===== config.mk =====
export PLATFORM = sky130hd
export DESIGN_NAME = lc3_mem_access_ctrl_flat
export DESIGN_NICKNAME = d
export VERILOG_FILES = /design/src/rtl/lc3_mem_access_ctrl_if.sv /design/src/rtl/lc3_mem_access_ctrl.sv /design/src/flat_wrapper.sv
export SDC_FILE = /design/constraint.sdc
export NUM_CORES = 1
export LEC_CHECK = 0
export CAP_MARGIN = 15
export CORE_MARGIN = 1.5
export CORE_UTILIZATION = 25
export DETAILED_ROUTE_END_ITERATION = 12
export RECOVER_POWER = 50
export SLEW_MARGIN = 20
export SYNTH_ARGS = -nofsm -noshare
export SYNTH_HDL_FRONTEND = slang
export SYNTH_SLANG_ARGS = --single-unit

===== constraint.sdc =====
create_clock -name clk -period 2.8 [get_ports clk]
set_input_delay 0.42 -clock clk [delete_from_list [all_inputs] [get_ports clk]]
set_output_delay 0.42 -clock clk [all_outputs]
set_load 0.1 [all_outputs]

===== src/rtl/lc3_mem_access_ctrl_if.sv =====
// Bus bundle between the LC-3 datapath/memory/console side and the memory access controller.
// Signal names follow the established port names of the controller.
interface lc3_mem_access_ctrl_if;
    logic [15:0] bus_in;
    logic        ld_mar;
    logic        ld_mdr;
    logic        req_valid;
    logic        req_we;
    logic        req_ready;
    logic        done;
    logic        err;
    logic [15:0] mar_out;
    logic [15:0] mdr_out;
    logic        mem_en;
    logic        mem_we;
    logic [15:0] mem_addr;
    logic [15:0] mem_wdata;
    logic [15:0] mem_rdata;
    logic        mem_ack;
    logic        kb_strobe;
    logic [7:0]  kb_data;
    logic        disp_ready;
    logic        disp_valid;
    logic [7:0]  disp_data;

    // Datapath, memory and console side
    modport master (
        output bus_in, ld_mar, ld_mdr, req_valid, req_we,
        output mem_rdata, mem_ack, kb_strobe, kb_data, disp_ready,
        input  req_ready, done, err, mar_out, mdr_out,
        input  mem_en, mem_we, mem_addr, mem_wdata, disp_valid, disp_data
    );

    // Memory access controller side
    modport slave (
        input  bus_in, ld_mar, ld_mdr, req_valid, req_we,
        input  mem_rdata, mem_ack, kb_strobe, kb_data, disp_ready,
        output req_ready, done, err, mar_out, mdr_out,
        output mem_en, mem_we, mem_addr, mem_wdata, disp_valid, disp_data
    );
endinterface


===== src/rtl/lc3_mem_access_ctrl.sv =====
// LC-3 memory access controller: holds MAR/MDR, runs one read or write per request
// against ack-based external memory, and serves the memory-mapped keyboard/display page.
module lc3_mem_access_ctrl #(
    parameter logic [15:0] IO_BASE = 16'hFE00,
    parameter int          TIMEOUT = 255
) (
    input logic                  clk,
    input logic                  rst_n,
    lc3_mem_access_ctrl_if.slave bus
);

    localparam int CNT_W = $clog2(TIMEOUT) + 1;
    localparam logic [CNT_W-1:0] TO_LAST = CNT_W'(TIMEOUT - 1);

    typedef enum logic [1:0] {IDLE, MEM, IO, DONE} state_t;

    state_t           state, stateNext;
    logic [15:0]      mar, mdr;
    logic [7:0]       kbdr;
    logic             kbReady;
    logic             weLatched;
    logic             errFlag;
    logic [CNT_W-1:0] toCnt;
    logic [7:0]       dispData;
    logic             dispValid;

    logic             handshake;
    logic             isIoAddr;
    logic             ackIn;
    logic             timeoutHit;
    logic             kbdrRead;
    logic             ddrWrite;
    logic [15:0]      ioRdata;

    assign handshake  = bus.req_valid & bus.req_ready;
    assign isIoAddr   = (mar[15:3] == IO_BASE[15:3]);
    assign ackIn      = (state == MEM) & bus.mem_ack;
    // Ack on the timeout edge takes priority, so the timeout needs no ack
    assign timeoutHit = (state == MEM) & ~bus.mem_ack & (toCnt == TO_LAST);
    assign kbdrRead   = (state == IO) & ~weLatched & (mar[2:0] == 3'd2);
    assign ddrWrite   = (state == IO) &  weLatched & (mar[2:0] == 3'd6);

    assign bus.req_ready  = rst_n & (state == IDLE);
    assign bus.done       = (state == DONE);
    assign bus.err        = (state == DONE) & errFlag;
    assign bus.mar_out    = mar;
    assign bus.mdr_out    = mdr;
    assign bus.mem_en     = (state == MEM);
    assign bus.mem_we     = (state == MEM) & weLatched;
    assign bus.mem_addr   = mar;
    assign bus.mem_wdata  = mdr;
    assign bus.disp_valid = dispValid;
    assign bus.disp_data  = dispData;

    // I/O page read mux; unmapped and write-only offsets read as zero
    always_comb begin
        ioRdata = 16'h0000;
        case (mar[2:0])
            3'd0:    ioRdata = {kbReady, 15'b0};
            3'd2:    ioRdata = {8'h00, kbdr};
            3'd4:    ioRdata = {bus.disp_ready, 15'b0};
            default: ioRdata = 16'h0000;
        endcase
    end

    // Next-state logic
    always_comb begin
        stateNext = state;
        case (state)
            IDLE: if (handshake) stateNext = isIoAddr ? IO : MEM;
            MEM:  if (ackIn || timeoutHit) stateNext = DONE;
            IO:   stateNext = DONE;
            DONE: stateNext = IDLE;
            default: stateNext = IDLE;
        endcase
    end

    // State register
    always_ff @(posedge clk) begin
        if (!rst_n) state <= IDLE;
        else        state <= stateNext;
    end

    // MAR/MDR, request latch and timeout counter; an ld_mar coinciding with the
    // handshake is dropped so the accepted access keeps the address it was decoded with
    always_ff @(posedge clk) begin
        if (!rst_n) begin
            mar       <= 16'h0000;
            mdr       <= 16'h0000;
            weLatched <= 1'b0;
            errFlag   <= 1'b0;
            toCnt     <= '0;
        end else begin
            case (state)
                IDLE: begin
                    if (bus.ld_mar && !handshake) mar <= bus.bus_in;
                    if (bus.ld_mdr) mdr <= bus.bus_in;
                    if (handshake) begin
                        weLatched <= bus.req_we;
                        toCnt     <= '0;
                        errFlag   <= 1'b0;
                    end
                end
                MEM: begin
                    if (bus.mem_ack) begin
                        if (!weLatched) mdr <= bus.mem_rdata;
                        errFlag <= 1'b0;
                    end else if (timeoutHit) begin
                        errFlag <= 1'b1;
                    end else begin
                        toCnt <= toCnt + 1'b1;
                    end
                end
                IO: begin
                    if (!weLatched) mdr <= ioRdata;
                end
                default: ;
            endcase
        end
    end

    // Keyboard data/status; a new strobe wins over a same-edge KBDR read clearing the flag
    always_ff @(posedge clk) begin
        if (!rst_n) begin
            kbdr    <= 8'h00;
            kbReady <= 1'b0;
        end else if (bus.kb_strobe) begin
            kbdr    <= bus.kb_data;
            kbReady <= 1'b1;
        end else if (kbdrRead) begin
            kbReady <= 1'b0;
        end
    end

    // Display output register; the valid pulse lands in the DONE cycle
    always_ff @(posedge clk) begin
        if (!rst_n) begin
            dispData  <= 8'h00;
            dispValid <= 1'b0;
        end else begin
            dispValid <= ddrWrite;
            if (ddrWrite) dispData <= mdr[7:0];
        end
    end

endmodule


===== src/flat_wrapper.sv =====
// flat-port wrapper written by rule: the top's interface ports become plain ports
module lc3_mem_access_ctrl_flat 
#(
    parameter logic [15:0] IO_BASE = 16'hFE00,
    parameter int          TIMEOUT = 255
)
  (clk, rst_n, bus_bus_in, bus_ld_mar, bus_ld_mdr, bus_req_valid, bus_req_we, bus_mem_rdata, bus_mem_ack, bus_kb_strobe, bus_kb_data, bus_disp_ready, bus_req_ready, bus_done, bus_err, bus_mar_out, bus_mdr_out, bus_mem_en, bus_mem_we, bus_mem_addr, bus_mem_wdata, bus_disp_valid, bus_disp_data);
  lc3_mem_access_ctrl_if bus_i ();
  input logic clk;
  input logic rst_n;
  input wire logic [$bits(bus_i.bus_in)-1:0] bus_bus_in;
  input wire logic [$bits(bus_i.ld_mar)-1:0] bus_ld_mar;
  input wire logic [$bits(bus_i.ld_mdr)-1:0] bus_ld_mdr;
  input wire logic [$bits(bus_i.req_valid)-1:0] bus_req_valid;
  input wire logic [$bits(bus_i.req_we)-1:0] bus_req_we;
  input wire logic [$bits(bus_i.mem_rdata)-1:0] bus_mem_rdata;
  input wire logic [$bits(bus_i.mem_ack)-1:0] bus_mem_ack;
  input wire logic [$bits(bus_i.kb_strobe)-1:0] bus_kb_strobe;
  input wire logic [$bits(bus_i.kb_data)-1:0] bus_kb_data;
  input wire logic [$bits(bus_i.disp_ready)-1:0] bus_disp_ready;
  output wire logic [$bits(bus_i.req_ready)-1:0] bus_req_ready;
  output wire logic [$bits(bus_i.done)-1:0] bus_done;
  output wire logic [$bits(bus_i.err)-1:0] bus_err;
  output wire logic [$bits(bus_i.mar_out)-1:0] bus_mar_out;
  output wire logic [$bits(bus_i.mdr_out)-1:0] bus_mdr_out;
  output wire logic [$bits(bus_i.mem_en)-1:0] bus_mem_en;
  output wire logic [$bits(bus_i.mem_we)-1:0] bus_mem_we;
  output wire logic [$bits(bus_i.mem_addr)-1:0] bus_mem_addr;
  output wire logic [$bits(bus_i.mem_wdata)-1:0] bus_mem_wdata;
  output wire logic [$bits(bus_i.disp_valid)-1:0] bus_disp_valid;
  output wire logic [$bits(bus_i.disp_data)-1:0] bus_disp_data;
  assign bus_i.bus_in = bus_bus_in;
  assign bus_i.ld_mar = bus_ld_mar;
  assign bus_i.ld_mdr = bus_ld_mdr;
  assign bus_i.req_valid = bus_req_valid;
  assign bus_i.req_we = bus_req_we;
  assign bus_i.mem_rdata = bus_mem_rdata;
  assign bus_i.mem_ack = bus_mem_ack;
  assign bus_i.kb_strobe = bus_kb_strobe;
  assign bus_i.kb_data = bus_kb_data;
  assign bus_i.disp_ready = bus_disp_ready;
  assign bus_req_ready = bus_i.req_ready;
  assign bus_done = bus_i.done;
  assign bus_err = bus_i.err;
  assign bus_mar_out = bus_i.mar_out;
  assign bus_mdr_out = bus_i.mdr_out;
  assign bus_mem_en = bus_i.mem_en;
  assign bus_mem_we = bus_i.mem_we;
  assign bus_mem_addr = bus_i.mem_addr;
  assign bus_mem_wdata = bus_i.mem_wdata;
  assign bus_disp_valid = bus_i.disp_valid;
  assign bus_disp_data = bus_i.disp_data;
  lc3_mem_access_ctrl #(.IO_BASE(IO_BASE), .TIMEOUT(TIMEOUT)) u_core (.clk(clk), .rst_n(rst_n), .bus(bus_i));
endmodule

==> flow_summary.html, run 1 <==
<table>
<tr><th>Metric</th><th>Value</th></tr>
<tr><th colspan="2">Worst setup path</th></tr>
<tr><td>Critical register-to-register path startpoint</td><td>u_core.state[1]</td></tr>
<tr><td>Number of cells traversed by the worst register-to-register path</td><td>6</td></tr>
<tr><td>Type of destination of the critical path</td><td>output port</td></tr>
<tr><td>Crit Path Class</td><td>reg2out</td></tr>
<tr><td>Required arrival time at the worst endpoint</td><td>~2400 ps</td></tr>
<tr><td>R2r endpoint</td><td>u_core.bus.mdr_out[0]</td></tr>
<tr><td>Largest fanout of any net on the critical path</td><td>18</td></tr>
<tr><td>Setup slack of the most critical reg-to-reg path</td><td>540 ps</td></tr>
<tr><td>Worst EP arrival</td><td>1890 ps</td></tr>
<tr><td>Kind of start point of the critical path</td><td>register</td></tr>
<tr><th colspan="2">Final layout</th></tr>
<tr><td>Commonest non-fill, non-tap cells in the layout</td><td>sky130_fd_sc_hd__clkbuf_1 (67), sky130_fd_sc_hd__nand2_1 (66), sky130_fd_sc_hd__dfxtp_1 (63)</td></tr>
<tr><td>Antenna diode instance count</td><td>0</td></tr>
<tr><td>Most common cell after layout, fill and taps aside</td><td>sky130_fd_sc_hd__clkbuf_1</td></tr>
<tr><td>Post-route cell area</td><td>between 4000 and 5000 sq um</td></tr>
<tr><td>Synthesis-to-layout area growth</td><td>35.81%</td></tr>
<tr><td>Ratio of cells with drive above 1 in the final layout</td><td>7.983%</td></tr>
<tr><td>Final net count</td><td>527</td></tr>
<tr><th colspan="2">Timing</th></tr>
<tr><td>Final Hold Fails</td><td>0</td></tr>
<tr><td>Transition time at the pin with the least slew margin</td><td>between 1000 and 1500 ps</td></tr>
<tr><td>Final slew viol count</td><td>0</td></tr>
<tr><td>Slew headroom</td><td>around 20%</td></tr>
<tr><td>Final setup skew</td><td>about 5.6 ps</td></tr>
<tr><td>Setup Viol. Count Final</td><td>0</td></tr>
<tr><td>Final critical-path required period</td><td>2307 ps</td></tr>
<tr><td>Post-route setup TNS</td><td>0 ps</td></tr>
<tr><td>Minimum setup slack in the final design</td><td>around 490 ps</td></tr>
<tr><td>Achievable clock frequency</td><td>433.4 MHz</td></tr>
<tr><td>RSZ-0062 raised after global routing</td><td>no</td></tr>
<tr><td>Post-route fraction of the period consumed by the critical path</td><td>about 82%</td></tr>
<tr><th colspan="2">Hold path</th></tr>
<tr><td>Min-Delay Path Class</td><td>reg2reg</td></tr>
<tr><td>Worst Hold Path Cells</td><td>2</td></tr>
<tr><td>Start point of the worst min-delay path</td><td>u_core.toCnt[7]</td></tr>
<tr><td>Worst-case hold path end point</td><td>u_core.toCnt[7]</td></tr>
<tr><th colspan="2">Clock tree</th></tr>
<tr><td>Clock transition at the register clock pins on the worst setup and hold paths after CTS</td><td>50 ps</td></tr>
<tr><td>Clock tree from TritonCTS</td><td>built</td></tr>
<tr><td>Hold-fix buffer count after cts</td><td>0</td></tr>
<tr><td>Clock Latency Late Sink</td><td>330 ps</td></tr>
<tr><td>Clock root buffer</td><td>sky130_fd_sc_hd__clkbuf_16</td></tr>
<tr><td>Setup repair bufs after CTS</td><td>0</td></tr>
<tr><td>Clock buffer depth</td><td>2</td></tr>
<tr><td>Number of gates resized after cts</td><td>0</td></tr>
<tr><td>CTS H-tree lvls</td><td>3</td></tr>
<tr><td>Inserted Clock Buffers</td><td>9</td></tr>
<tr><td>Number of sinks on the clock net</td><td>63</td></tr>
<tr><th colspan="2">Synth</th></tr>
<tr><td>Syn Inst Count</td><td>between 300 and 400</td></tr>
<tr><td>Ranking of synthesized cells by area</td><td>sky130_fd_sc_hd__dfxtp_1 (40%), sky130_fd_sc_hd__nand2_1 (7.9%), sky130_fd_sc_hd__buf_4 (7.7%)</td></tr>
<tr><td>Unique masters post-synth</td><td>44</td></tr>
<tr><td>Share of the yosys chip area belonging to registers</td><td>between 40 and 50%</td></tr>
<tr><td>Cell area after synthesis</td><td>approximately 3100 sq um</td></tr>
<tr><td>Proportion of netlist area held by the largest area contributor</td><td>between 40% and 50%</td></tr>
<tr><td>Share of flip-flops with an asynchronous set or reset</td><td>0%</td></tr>
<tr><td>Syn_nets</td><td>between 400 and 500</td></tr>
<tr><td>Post-synth EDFFs</td><td>0</td></tr>
<tr><td>Most frequently used flop master after synthesis</td><td>sky130_fd_sc_hd__dfxtp_1</td></tr>
<tr><td>Cell type with the highest aggregate area in the netlist</td><td>sky130_fd_sc_hd__dfxtp_1</td></tr>
<tr><td>Number of flip-flops and latches in the synthesized netlist</td><td>63</td></tr>
<tr><td>Avg Inst Size Synth</td><td>~8.2 sq um</td></tr>
<tr><td>Total of warnings raised by yosys</td><td>0</td></tr>
<tr><th colspan="2">Global route</th></tr>
<tr><td>Vias in the first global route</td><td>around 2,800</td></tr>
<tr><td>Wire length of the first global-routing pass</td><td>14.39 mm</td></tr>
<tr><td>Pin count of the biggest net entering global routing</td><td>55</td></tr>
<tr><td>Total gr overflow</td><td>0</td></tr>
<tr><td>Overall track demand over capacity in global routing</td><td>between 10 and 15%</td></tr>
<tr><td>Antenna violations before repair</td><td>0</td></tr>
<tr><th colspan="2">Route</th></tr>
<tr><td>Iteration count of the initial detailed-routing pass</td><td>4</td></tr>
<tr><td>Iter 0 DRT Violations</td><td>around 140</td></tr>
<tr><td>Antenna Violating Nets Remaining</td><td>0</td></tr>
<tr><td>DRC violations left</td><td>0</td></tr>
<tr><td>WL per Instance</td><td>around 15 microns</td></tr>
<tr><td>Via count normalized by instance count</td><td>around 4.6</td></tr>
<tr><td>Via count</td><td>2,963</td></tr>
<tr><td>Wire length reported by the detailed router</td><td>around 9.4 mm</td></tr>
<tr><th colspan="2">Placement</th></tr>
<tr><td>Placed standard-cell area</td><td>about 4200 sq um</td></tr>
<tr><td>Post-Place Setup Slack</td><td>~540 ps</td></tr>
<tr><td>Detailed placement HPWL</td><td>between 6 and 7 mm</td></tr>
<tr><td>Global placer's final weighted congestion</td><td>between 0.7 and 0.8</td></tr>
<tr><td>Count of buffers inserted at the top-level ports</td><td>126</td></tr>
<tr><th colspan="2">Die</th></tr>
<tr><td>Effective utilization at floorplan</td><td>around 26%</td></tr>
<tr><td>Area of the die</td><td>between 10,000 and 15,000 sq um</td></tr>
<tr><td>Cell row count</td><td>40</td></tr>
<tr><td>Core Region</td><td>~12,000 sq um</td></tr>
<tr><td>Number of top-level pins</td><td>between 100 and 150</td></tr>
<tr><td>Die X-Extent</td><td>between 100 and 150 microns</td></tr>
<tr><td>Vertical die dimension</td><td>115.0 microns</td></tr>
<tr><th colspan="2">Run status</th></tr>
<tr><td>Status</td><td>finished clean</td></tr>
<tr><th colspan="2">Run</th></tr>
<tr><td>Number of maximum-capacitance constraint violations</td><td>0</td></tr>
</table>
registers in the layout, indices dropped and copies added (netlist names):
| register | count |
|---|---|
| u_core.kbReady | 1 |
| u_core.state | 2 |
| u_core.bus.mdr_out | 16 |
| u_core.kbdr | 8 |
| u_core.bus.mar_out | 16 |
| u_core.bus.disp_data | 8 |
| u_core.toCnt | 9 |
| u_core.weLatched | 1 |
| u_core.errFlag | 1 |
| u_core.bus.disp_valid | 1 |
synthesized netlist by cell type (all sizes together), types with 7 or more instances:
library cell  count
nand2            66
dfxtp            63
buf              38
nor2             36
a21oi            35
mux2i            19
clkbuf           15
and3             10
nor3             10
a211oi            9
a311o             8
or4               8
ha                7
inv               7
final cells by class:
cell class	count	area, sq um
multi-input combinational	257	1514
tap	168	210.2
fill	1330	7855
inverter	8	30.03
sequential	63	1261
timing repair buffer	132	894.6
clock inverter	6	107.6
clock buffer	10	239.0
cells by family after synthesis:
logic type               share of synthesized area (%)
AO/OA/AOI/OAI                                    14.65
adder cells (fa/ha/maj)                          2.794
buffers and inverters                            11.66
flip-flops                                       40.24
multiplexers                                     6.427
AND/OR/NAND/NOR                                  24.23
per-layer routing:
metal / vias up / track usage, % / part of all wire, %
li1: 1471 / - / -
met1: 1391 / 17.55 / 45
met2: 95 / 22.62 / 48
met3: 6 / 5.377 / 6.9
met4: 0 / 4.444 / 0.84
met5: - / 0 / 0
critical path: stages, from the launching register on:
cell                      delay, ps
sky130_fd_sc_hd__dfxtp_1        330
sky130_fd_sc_hd__inv_1          100
sky130_fd_sc_hd__ha_1           390
sky130_fd_sc_hd__buf_4          310
sky130_fd_sc_hd__and2_1         230
sky130_fd_sc_hd__buf_12         190
worst max-delay path by stage:
stage / from / endpoint / slack [ps] / depth (start not counted)
2_1_floorplan: u_core.state[1] / bus_mem_we / 20 / 4
3_3_place_gp: rst_n / u_core.toCnt[3] / 590 / 5
3_5_place_dp: rst_n / u_core.toCnt[3] / 540 / 5
4_1_cts: u_core.state[1] / bus_mem_we / 460 / 5
5_1_grt: u_core.state[1] / u_core.bus.mdr_out[15] / 370 / 6
6_report: u_core.state[1] / bus_mem_we / 490 / 5
metrics by stage:
| step | hold WS (ps) | cells | utilization [%] |
|---|---|---|---|
| detailed placement | 468.1 | 628 | 34.38 |
| global route | 496.5 | 644 | 35.14 |
| floorplan | 437.4 | 381 | - |
| finish | 474.7 | 644 | 35.14 |
| CTS | 474.5 | 644 | 37.24 |
| global placement | 456.0 | 628 | 34.38 |
Power of run 1 is left out: the tool's default activity adds up to more than one toggle a clock period on the data nets, which glitch-free logic cannot reach.
==> run 2, diff against run 1 <==
clock period = 2.1 ns   (was 2.8 ns; I/O delays follow)
==> flow_summary.html, run 2 (synthesized netlist as in run 1, its figures left out) <==
<table>
<tr><th>Metric</th><th>Value</th></tr>
<tr><th colspan="2">Run status</th></tr>
<tr><td>Status</td><td>finished clean</td></tr>
<tr><th colspan="2">Die</th></tr>
<tr><td>Die X-Extent</td><td>115.0 microns (unchanged)</td></tr>
<tr><td>Number of top-level pins</td><td>127 (unchanged)</td></tr>
<tr><td>Cell row count</td><td>40 (unchanged)</td></tr>
<tr><td>Area of the die</td><td>13,220 sq um (unchanged)</td></tr>
<tr><td>Vertical die dimension</td><td>115.0 microns (unchanged)</td></tr>
<tr><td>Effective utilization at floorplan</td><td>25.88% (unchanged)</td></tr>
<tr><td>Core Region</td><td>12,110 sq um (unchanged)</td></tr>
<tr><th colspan="2">Global route</th></tr>
<tr><td>Antenna violations before repair</td><td>0 (unchanged)</td></tr>
<tr><td>Total gr overflow</td><td>0 (unchanged)</td></tr>
<tr><td>Overall track demand over capacity in global routing</td><td>14.13% (+0.022 points)</td></tr>
<tr><td>Vias in the first global route</td><td>2,899 (+5.4%)</td></tr>
<tr><td>Pin count of the biggest net entering global routing</td><td>55 (unchanged)</td></tr>
<tr><td>Wire length of the first global-routing pass</td><td>14.52 mm (+0.86%)</td></tr>
<tr><th colspan="2">Route</th></tr>
<tr><td>WL per Instance</td><td>14.72 microns (+0.95%)</td></tr>
<tr><td>Wire length reported by the detailed router</td><td>9.687 mm (+3.1%)</td></tr>
<tr><td>DRC violations left</td><td>0 (unchanged)</td></tr>
<tr><td>Via count</td><td>3,001 (+1.3%)</td></tr>
<tr><td>Iteration count of the initial detailed-routing pass</td><td>4 (unchanged)</td></tr>
<tr><td>Iter 0 DRT Violations</td><td>101 (-25%)</td></tr>
<tr><td>Via count normalized by instance count</td><td>4.561 (-0.87%)</td></tr>
<tr><td>Antenna Violating Nets Remaining</td><td>0 (unchanged)</td></tr>
<tr><th colspan="2">Timing</th></tr>
<tr><td>WHS</td><td>472.3 ps (-2.401 ps)</td></tr>
<tr><td>Setup Viol. Count Final</td><td>0 (unchanged)</td></tr>
<tr><td>Slew headroom</td><td>53.39% (+33 points)</td></tr>
<tr><td>Final setup skew</td><td>5.035 ps (-0.5544 ps)</td></tr>
<tr><td>Achievable clock frequency</td><td>just under 500 MHz</td></tr>
<tr><td>Transition time at the pin with the least slew margin</td><td>691.8 ps (-511.1 ps)</td></tr>
<tr><td>Final slew viol count</td><td>0 (unchanged)</td></tr>
<tr><td>Final critical-path required period</td><td>a little over 2000 ps</td></tr>
<tr><td>Final Hold Fails</td><td>0 (unchanged)</td></tr>
<tr><td>Post-route fraction of the period consumed by the critical path</td><td>a little over nine tenths</td></tr>
<tr><td>RSZ-0062 raised after global routing</td><td>yes</td></tr>
<tr><th colspan="2">Placement</th></tr>
<tr><td>Placed Cells incl. Taps</td><td>641 (+2.1%)</td></tr>
<tr><td>Count of buffers inserted at the top-level ports</td><td>126 (unchanged)</td></tr>
<tr><td>Detailed placement HPWL</td><td>6.962 mm (+1.4%)</td></tr>
<tr><td>Global placer's final weighted congestion</td><td>0.8190 (+6.4%)</td></tr>
<tr><th colspan="2">Worst setup path</th></tr>
<tr><td>Kind of start point of the critical path</td><td>register</td></tr>
<tr><td>Highest cell delay on the worst timing path</td><td>600 ps (+210 ps)</td></tr>
<tr><td>Cell-by-cell trace of the critical path</td><td>inv_1 &gt; ha_1 &gt; o21a_2 &gt; or4_4 &gt; a311o_1 &gt; a21oi_1</td></tr>
<tr><td>Timing endpoint of the critical path</td><td>u_core.bus.mdr_out[1]</td></tr>
<tr><td>Family of cells with the greatest summed delay on the critical path</td><td>compound AO/OA/AOI/OAI gates</td></tr>
<tr><td>Cell with the largest stage delay on the worst path</td><td>sky130_fd_sc_hd__or4_4</td></tr>
<tr><td>Number of cells traversed by the worst register-to-register path</td><td>6 (unchanged)</td></tr>
<tr><td>Required arrival time at the worst endpoint</td><td>2360 ps (-20 ps)</td></tr>
<tr><td>Worst setup path start</td><td>u_core.state[0]</td></tr>
<tr><td>Type of destination of the critical path</td><td>register</td></tr>
<tr><td>Setup slack of the most critical reg-to-reg path</td><td>70 ps (-470 ps)</td></tr>
<tr><td>Number of buffers and inverters on the critical path</td><td>1 (-2)</td></tr>
<tr><td>Largest fanout of any net on the critical path</td><td>12 (-6)</td></tr>
<tr><td>Crit Path Class</td><td>reg2reg</td></tr>
<tr><td>Worst EP arrival</td><td>2280 ps (+390 ps)</td></tr>
<tr><td>Crit path depth</td><td>6 (+1)</td></tr>
<tr><td>R2r endpoint</td><td>u_core.bus.mdr_out[1]</td></tr>
<tr><td>Critical register-to-register path startpoint</td><td>u_core.state[0]</td></tr>
<tr><th colspan="2">Run</th></tr>
<tr><td>Number of maximum-capacitance constraint violations</td><td>0 (unchanged)</td></tr>
<tr><th colspan="2">Clock tree</th></tr>
<tr><td>Clock buffer depth</td><td>2 (unchanged)</td></tr>
<tr><td>Inserted Clock Buffers</td><td>9 (unchanged)</td></tr>
<tr><td>Clock root buffer</td><td>sky130_fd_sc_hd__clkbuf_16</td></tr>
<tr><td>Number of sinks on the clock net</td><td>63 (unchanged)</td></tr>
<tr><td>Clock Latency Late Sink</td><td>330 ps (about the same)</td></tr>
<tr><td>Clock transition at the register clock pins on the worst setup and hold paths after CTS</td><td>50 ps (about the same)</td></tr>
<tr><td>CTS H-tree lvls</td><td>3 (unchanged)</td></tr>
<tr><td>Clock tree from TritonCTS</td><td>built</td></tr>
<tr><th colspan="2">Final layout</th></tr>
<tr><td>Final net count</td><td>541 (+2.7%)</td></tr>
<tr><td>Synthesis-to-layout area growth</td><td>49.06%</td></tr>
<tr><td>Antenna diode instance count</td><td>0 (unchanged)</td></tr>
<tr><td>Ratio of cells with drive above 1 in the final layout</td><td>27.76% (+20 points)</td></tr>
<tr><td>Non-Filler Instances</td><td>658 (+2.2%)</td></tr>
<tr><td>Commonest non-fill, non-tap cells in the layout</td><td>sky130_fd_sc_hd__buf_4 (90), sky130_fd_sc_hd__nand2_1 (66), sky130_fd_sc_hd__dfxtp_1 (57)</td></tr>
<tr><td>Most common cell after layout, fill and taps aside</td><td>sky130_fd_sc_hd__buf_4</td></tr>
<tr><th colspan="2">Hold path</th></tr>
<tr><td>Min-Delay Path Class</td><td>reg2reg</td></tr>
</table>
## run 2: cell types whose count changed in the layout (fill, tap and decap cells not counted), moves of 3 or more
| cell | previous run | this run |
|---|---|---|
| sky130_fd_sc_hd__a21oi_2 | 0 | 3 |
| sky130_fd_sc_hd__dfxtp_1 | 63 | 57 |
| sky130_fd_sc_hd__a21oi_1 | 35 | 32 |
| sky130_fd_sc_hd__buf_12 | 3 | 6 |
| sky130_fd_sc_hd__buf_4 | 13 | 90 |
| sky130_fd_sc_hd__dfxtp_2 | 0 | 6 |
| sky130_fd_sc_hd__clkbuf_1 | 67 | 0 |
## run 2: tightest hold or removal path, cell delays in order, from the launching register on
cell and delay [ps]:
sky130_fd_sc_hd__dfxtp_1 310, sky130_fd_sc_hd__nand2_1 60, sky130_fd_sc_hd__mux2i_1 50
## run 2: worst min-delay path by stage
stage / startpoint / endpoint / slack (ps) / depth (start not counted)
3_3_place_gp: u_core.toCnt[8] / u_core.toCnt[8] / 460 / 2
3_5_place_dp: u_core.toCnt[7] / u_core.toCnt[7] / 470 / 2
4_1_cts: u_core.toCnt[7] / u_core.toCnt[7] / 470 / 2
2_1_floorplan: rst_n / u_core.state[0] / 430 / 1
5_1_grt: u_core.bus.mar_out[6] / u_core.bus.mar_out[6] / 500 / 2
6_report: u_core.toCnt[7] / u_core.toCnt[7] / 470 / 2
## run 2: routing by layer
layer	up-vias	share of wire, %	global-route usage (%)
li1	1506	-	-
met1	1401	44	16.87
met2	86	49	24.68
met3	8	6.6	4.481
met4	0	0.83	3.457
met5	-	0	0
## run 2: cell type report
class / instances / area [sq um]
Clock inverter: 6 / 83.83
Tap cell: 168 / 210.2
Fill cell: 1241 / 7440
Clock buffer: 10 / 239.0
Inverter: 8 / 30.03
Sequential cell: 63 / 1269
Timing Repair Buffer: 145 / 1281
Multi-Input combinational cell: 258 / 1559
## run 2: metrics by stage
step | area [sq um] | setup slack, ps | utilization, % | TNS (ps)
floorplan | 3161 | 14.70 | - | 0
global placement | 4324 | 65.44 | 35.70 | 0
detailed placement | 4324 | 30.80 | 35.70 | 0
CTS | 4647 | 61.41 | 38.37 | 0
global route | 4672 | -5.190 | 38.57 | -5.190
finish | 4672 | 73.98 | 38.57 | 0
## run 2: repair_timing
item                       in CTS  in global routing
buffers inserted                0                  0
gates resized for setup         0                  6
hold buffers                    0                  0
setup endpoints to repair       0                 14
Power of run 2 is left out for the same reason.
==> run 3, diff against run 2 <==
CORE_MARGIN = 2   (was 1.5)
SKIP_LAST_GASP = 1   (was not set)
==> flow_summary.html, run 3 (synthesized netlist as in run 1, its figures left out) <==
<table>
<tr><th>Metric</th><th>Value</th></tr>
<tr><th colspan="2">Run status</th></tr>
<tr><td>Status</td><td>finished clean</td></tr>
<tr><th colspan="2">Clock tree</th></tr>
<tr><td>CTS H-tree lvls</td><td>3 (unchanged)</td></tr>
<tr><td>Number of gates resized after cts</td><td>0 (unchanged)</td></tr>
<tr><td>Clock tree from TritonCTS</td><td>built</td></tr>
<tr><td>Clock Latency Late Sink</td><td>330 ps (about the same)</td></tr>
<tr><td>Clock buffer depth</td><td>2 (unchanged)</td></tr>
<tr><td>Inserted Clock Buffers</td><td>9 (unchanged)</td></tr>
<tr><td>Number of sinks on the clock net</td><td>63 (unchanged)</td></tr>
<tr><td>Clock transition at the register clock pins on the worst setup and hold paths after CTS</td><td>60 ps (about the same)</td></tr>
<tr><td>Clock root buffer</td><td>sky130_fd_sc_hd__clkbuf_16</td></tr>
<tr><td>Hold-fix buffer count after cts</td><td>0 (unchanged)</td></tr>
<tr><td>Setup repair bufs after CTS</td><td>0 (unchanged)</td></tr>
<tr><th colspan="2">Placement</th></tr>
<tr><td>Placed Cells incl. Taps</td><td>639 (-0.31%)</td></tr>
<tr><td>Detailed placement HPWL</td><td>7.039 mm (+1.1%)</td></tr>
<tr><td>Global placer's final weighted congestion</td><td>0.7676 (-6.3%)</td></tr>
<tr><td>Count of buffers inserted at the top-level ports</td><td>126 (unchanged)</td></tr>
<tr><th colspan="2">Timing</th></tr>
<tr><td>Setup Viol. Count Final</td><td>0 (unchanged)</td></tr>
<tr><td>Final Hold Fails</td><td>0 (unchanged)</td></tr>
<tr><td>Final slew viol count</td><td>0 (unchanged)</td></tr>
<tr><td>RSZ-0062 raised after global routing</td><td>yes</td></tr>
<tr><td>WHS</td><td>478.1 ps (+5.730 ps)</td></tr>
<tr><td>Achievable clock frequency</td><td>498.2 MHz (+0.93%)</td></tr>
<tr><td>Transition time at the pin with the least slew margin</td><td>618.8 ps (-72.94 ps)</td></tr>
<tr><td>Final setup skew</td><td>7.703 ps (+2.668 ps)</td></tr>
<tr><td>Final critical-path required period</td><td>2007 ps (-18.76 ps)</td></tr>
<tr><td>Post-route fraction of the period consumed by the critical path</td><td>95.58% (-0.89 points)</td></tr>
<tr><td>Slew headroom</td><td>58.31% (+4.9 points)</td></tr>
<tr><th colspan="2">Die</th></tr>
<tr><td>Number of top-level pins</td><td>127 (unchanged)</td></tr>
<tr><td>Cell row count</td><td>40 (unchanged)</td></tr>
<tr><td>Core Region</td><td>12,110 sq um (unchanged)</td></tr>
<tr><td>Effective utilization at floorplan</td><td>25.88% (unchanged)</td></tr>
<tr><td>Area of the die</td><td>13,450 sq um (+1.7%)</td></tr>
<tr><td>Die X-Extent</td><td>116.0 microns (+0.87%)</td></tr>
<tr><td>Vertical die dimension</td><td>116.0 microns (+0.87%)</td></tr>
<tr><th colspan="2">Global route</th></tr>
<tr><td>Pin count of the biggest net entering global routing</td><td>55 (unchanged)</td></tr>
<tr><td>Antenna violations before repair</td><td>0 (unchanged)</td></tr>
<tr><td>Total gr overflow</td><td>0 (unchanged)</td></tr>
<tr><td>Wire length of the first global-routing pass</td><td>14.76 mm (+1.7%)</td></tr>
<tr><td>Overall track demand over capacity in global routing</td><td>14.09% (-0.038 points)</td></tr>
<tr><td>Vias in the first global route</td><td>2,900 (+0.034%)</td></tr>
<tr><th colspan="2">Worst setup path</th></tr>
<tr><td>Required arrival time at the worst endpoint</td><td>2360 ps (about the same)</td></tr>
<tr><td>Largest fanout of any net on the critical path</td><td>6 (-6)</td></tr>
<tr><td>Worst EP arrival</td><td>2270 ps (about the same)</td></tr>
<tr><td>Kind of start point of the critical path</td><td>register</td></tr>
<tr><td>Type of destination of the critical path</td><td>register</td></tr>
<tr><td>Crit Path Class</td><td>reg2reg</td></tr>
<tr><th colspan="2">Final layout</th></tr>
<tr><td>Synthesis-to-layout area growth</td><td>44.15%</td></tr>
<tr><td>Non-Filler Instances</td><td>657 (-0.15%)</td></tr>
<tr><td>Ratio of cells with drive above 1 in the final layout</td><td>26.79% (-0.97 points)</td></tr>
<tr><td>Commonest non-fill, non-tap cells in the layout</td><td>sky130_fd_sc_hd__nand2_1 (66), sky130_fd_sc_hd__dfxtp_1 (57), sky130_fd_sc_hd__clkbuf_2 (56)</td></tr>
<tr><td>Antenna diode instance count</td><td>0 (unchanged)</td></tr>
<tr><td>Final net count</td><td>540 (-0.18%)</td></tr>
<tr><td>Share of the core filled with cells in the final layout</td><td>37.30% (-1.3 points)</td></tr>
<tr><td>Most common cell after layout, fill and taps aside</td><td>sky130_fd_sc_hd__nand2_1</td></tr>
<tr><th colspan="2">Route</th></tr>
<tr><td>WL per Instance</td><td>15.05 microns (+2.2%)</td></tr>
<tr><td>Antenna Violating Nets Remaining</td><td>0 (unchanged)</td></tr>
<tr><td>DRC violations left</td><td>0 (unchanged)</td></tr>
<tr><td>Wire length reported by the detailed router</td><td>9.885 mm (+2.0%)</td></tr>
<tr><td>Iter 0 DRT Violations</td><td>119 (+18%)</td></tr>
<tr><td>Via count normalized by instance count</td><td>4.616 (+1.2%)</td></tr>
<tr><td>Via count</td><td>3,033 (+1.1%)</td></tr>
<tr><td>Iteration count of the initial detailed-routing pass</td><td>4 (unchanged)</td></tr>
<tr><th colspan="2">Hold path</th></tr>
<tr><td>Min-Delay Path Class</td><td>reg2reg</td></tr>
<tr><th colspan="2">Run</th></tr>
<tr><td>Number of maximum-capacitance constraint violations</td><td>0 (unchanged)</td></tr>
</table>
==> run 3: cell types whose count changed in the layout (fill, tap and decap cells not counted), moves of 2 or more <==
cell	before	now
sky130_fd_sc_hd__a21oi_2	3	0
sky130_fd_sc_hd__a21oi_1	32	35
sky130_fd_sc_hd__clkinvlp_4	0	2
sky130_fd_sc_hd__clkbuf_2	1	56
sky130_fd_sc_hd__clkinv_2	3	1
sky130_fd_sc_hd__buf_4	90	33
==> run 3: per-layer routing <==
layer / up-vias / part of all wire [%] / track usage (%) / routed length [microns]
met3: 4 / 6.0 / 4.446 / 592
li1: 1511 / - / - / -
met4: 0 / 0.54 / 3.571 / 53
met5: - / 0 / 0 / 0
met2: 98 / 49 / 24.13 / 4806
met1: 1420 / 45 / 17.20 / 4432
==> run 3: area by class of cell <==
cell class | count | area [sq um]
clock buffer | 9 | 225.2
clock inverter | 7 | 97.59
fill | 1253 | 7594
inverter | 8 | 30.03
multi-input combinational | 259 | 1558
sequential | 63 | 1269
tap | 168 | 210.2
timing repair buffer | 143 | 1129
==> run 3: path summary, 6_finish.rpt <==
check / startpoint / to / slack [ps] / cells after the start
setup reg to reg: u_core.state[0] / u_core.bus.mdr_out[0] / 90 / 6
setup / recovery: u_core.state[0] / u_core.bus.mdr_out[0] / 90 / 6
hold / removal: u_core.toCnt[7] / u_core.toCnt[7] / 480 / 2
hold reg to reg: u_core.toCnt[7] / u_core.toCnt[7] / 480 / 2
==> run 3: worst max-delay path, cell delays in order, from the launching register on <==
cell                      delay, ps
sky130_fd_sc_hd__dfxtp_1        320
sky130_fd_sc_hd__inv_1           80
sky130_fd_sc_hd__ha_1           230
sky130_fd_sc_hd__o21a_1         260
sky130_fd_sc_hd__or4_4          610
sky130_fd_sc_hd__a311o_1        310
sky130_fd_sc_hd__a21oi_1        130
==> run 3: metrics by stage <==
stage / instance area, sq um / setup TNS [ps] / setup slack (ps)
floorplan: 3161 / 0 / 14.70
global placement: 4309 / 0 / 65.51
detailed placement: 4309 / 0 / 19.53
CTS: 4632 / 0 / 68.04
finish: 4518 / 0 / 92.75
global route: 4518 / -140.8 / -46.89
Power of run 3 is left out for the same reason.
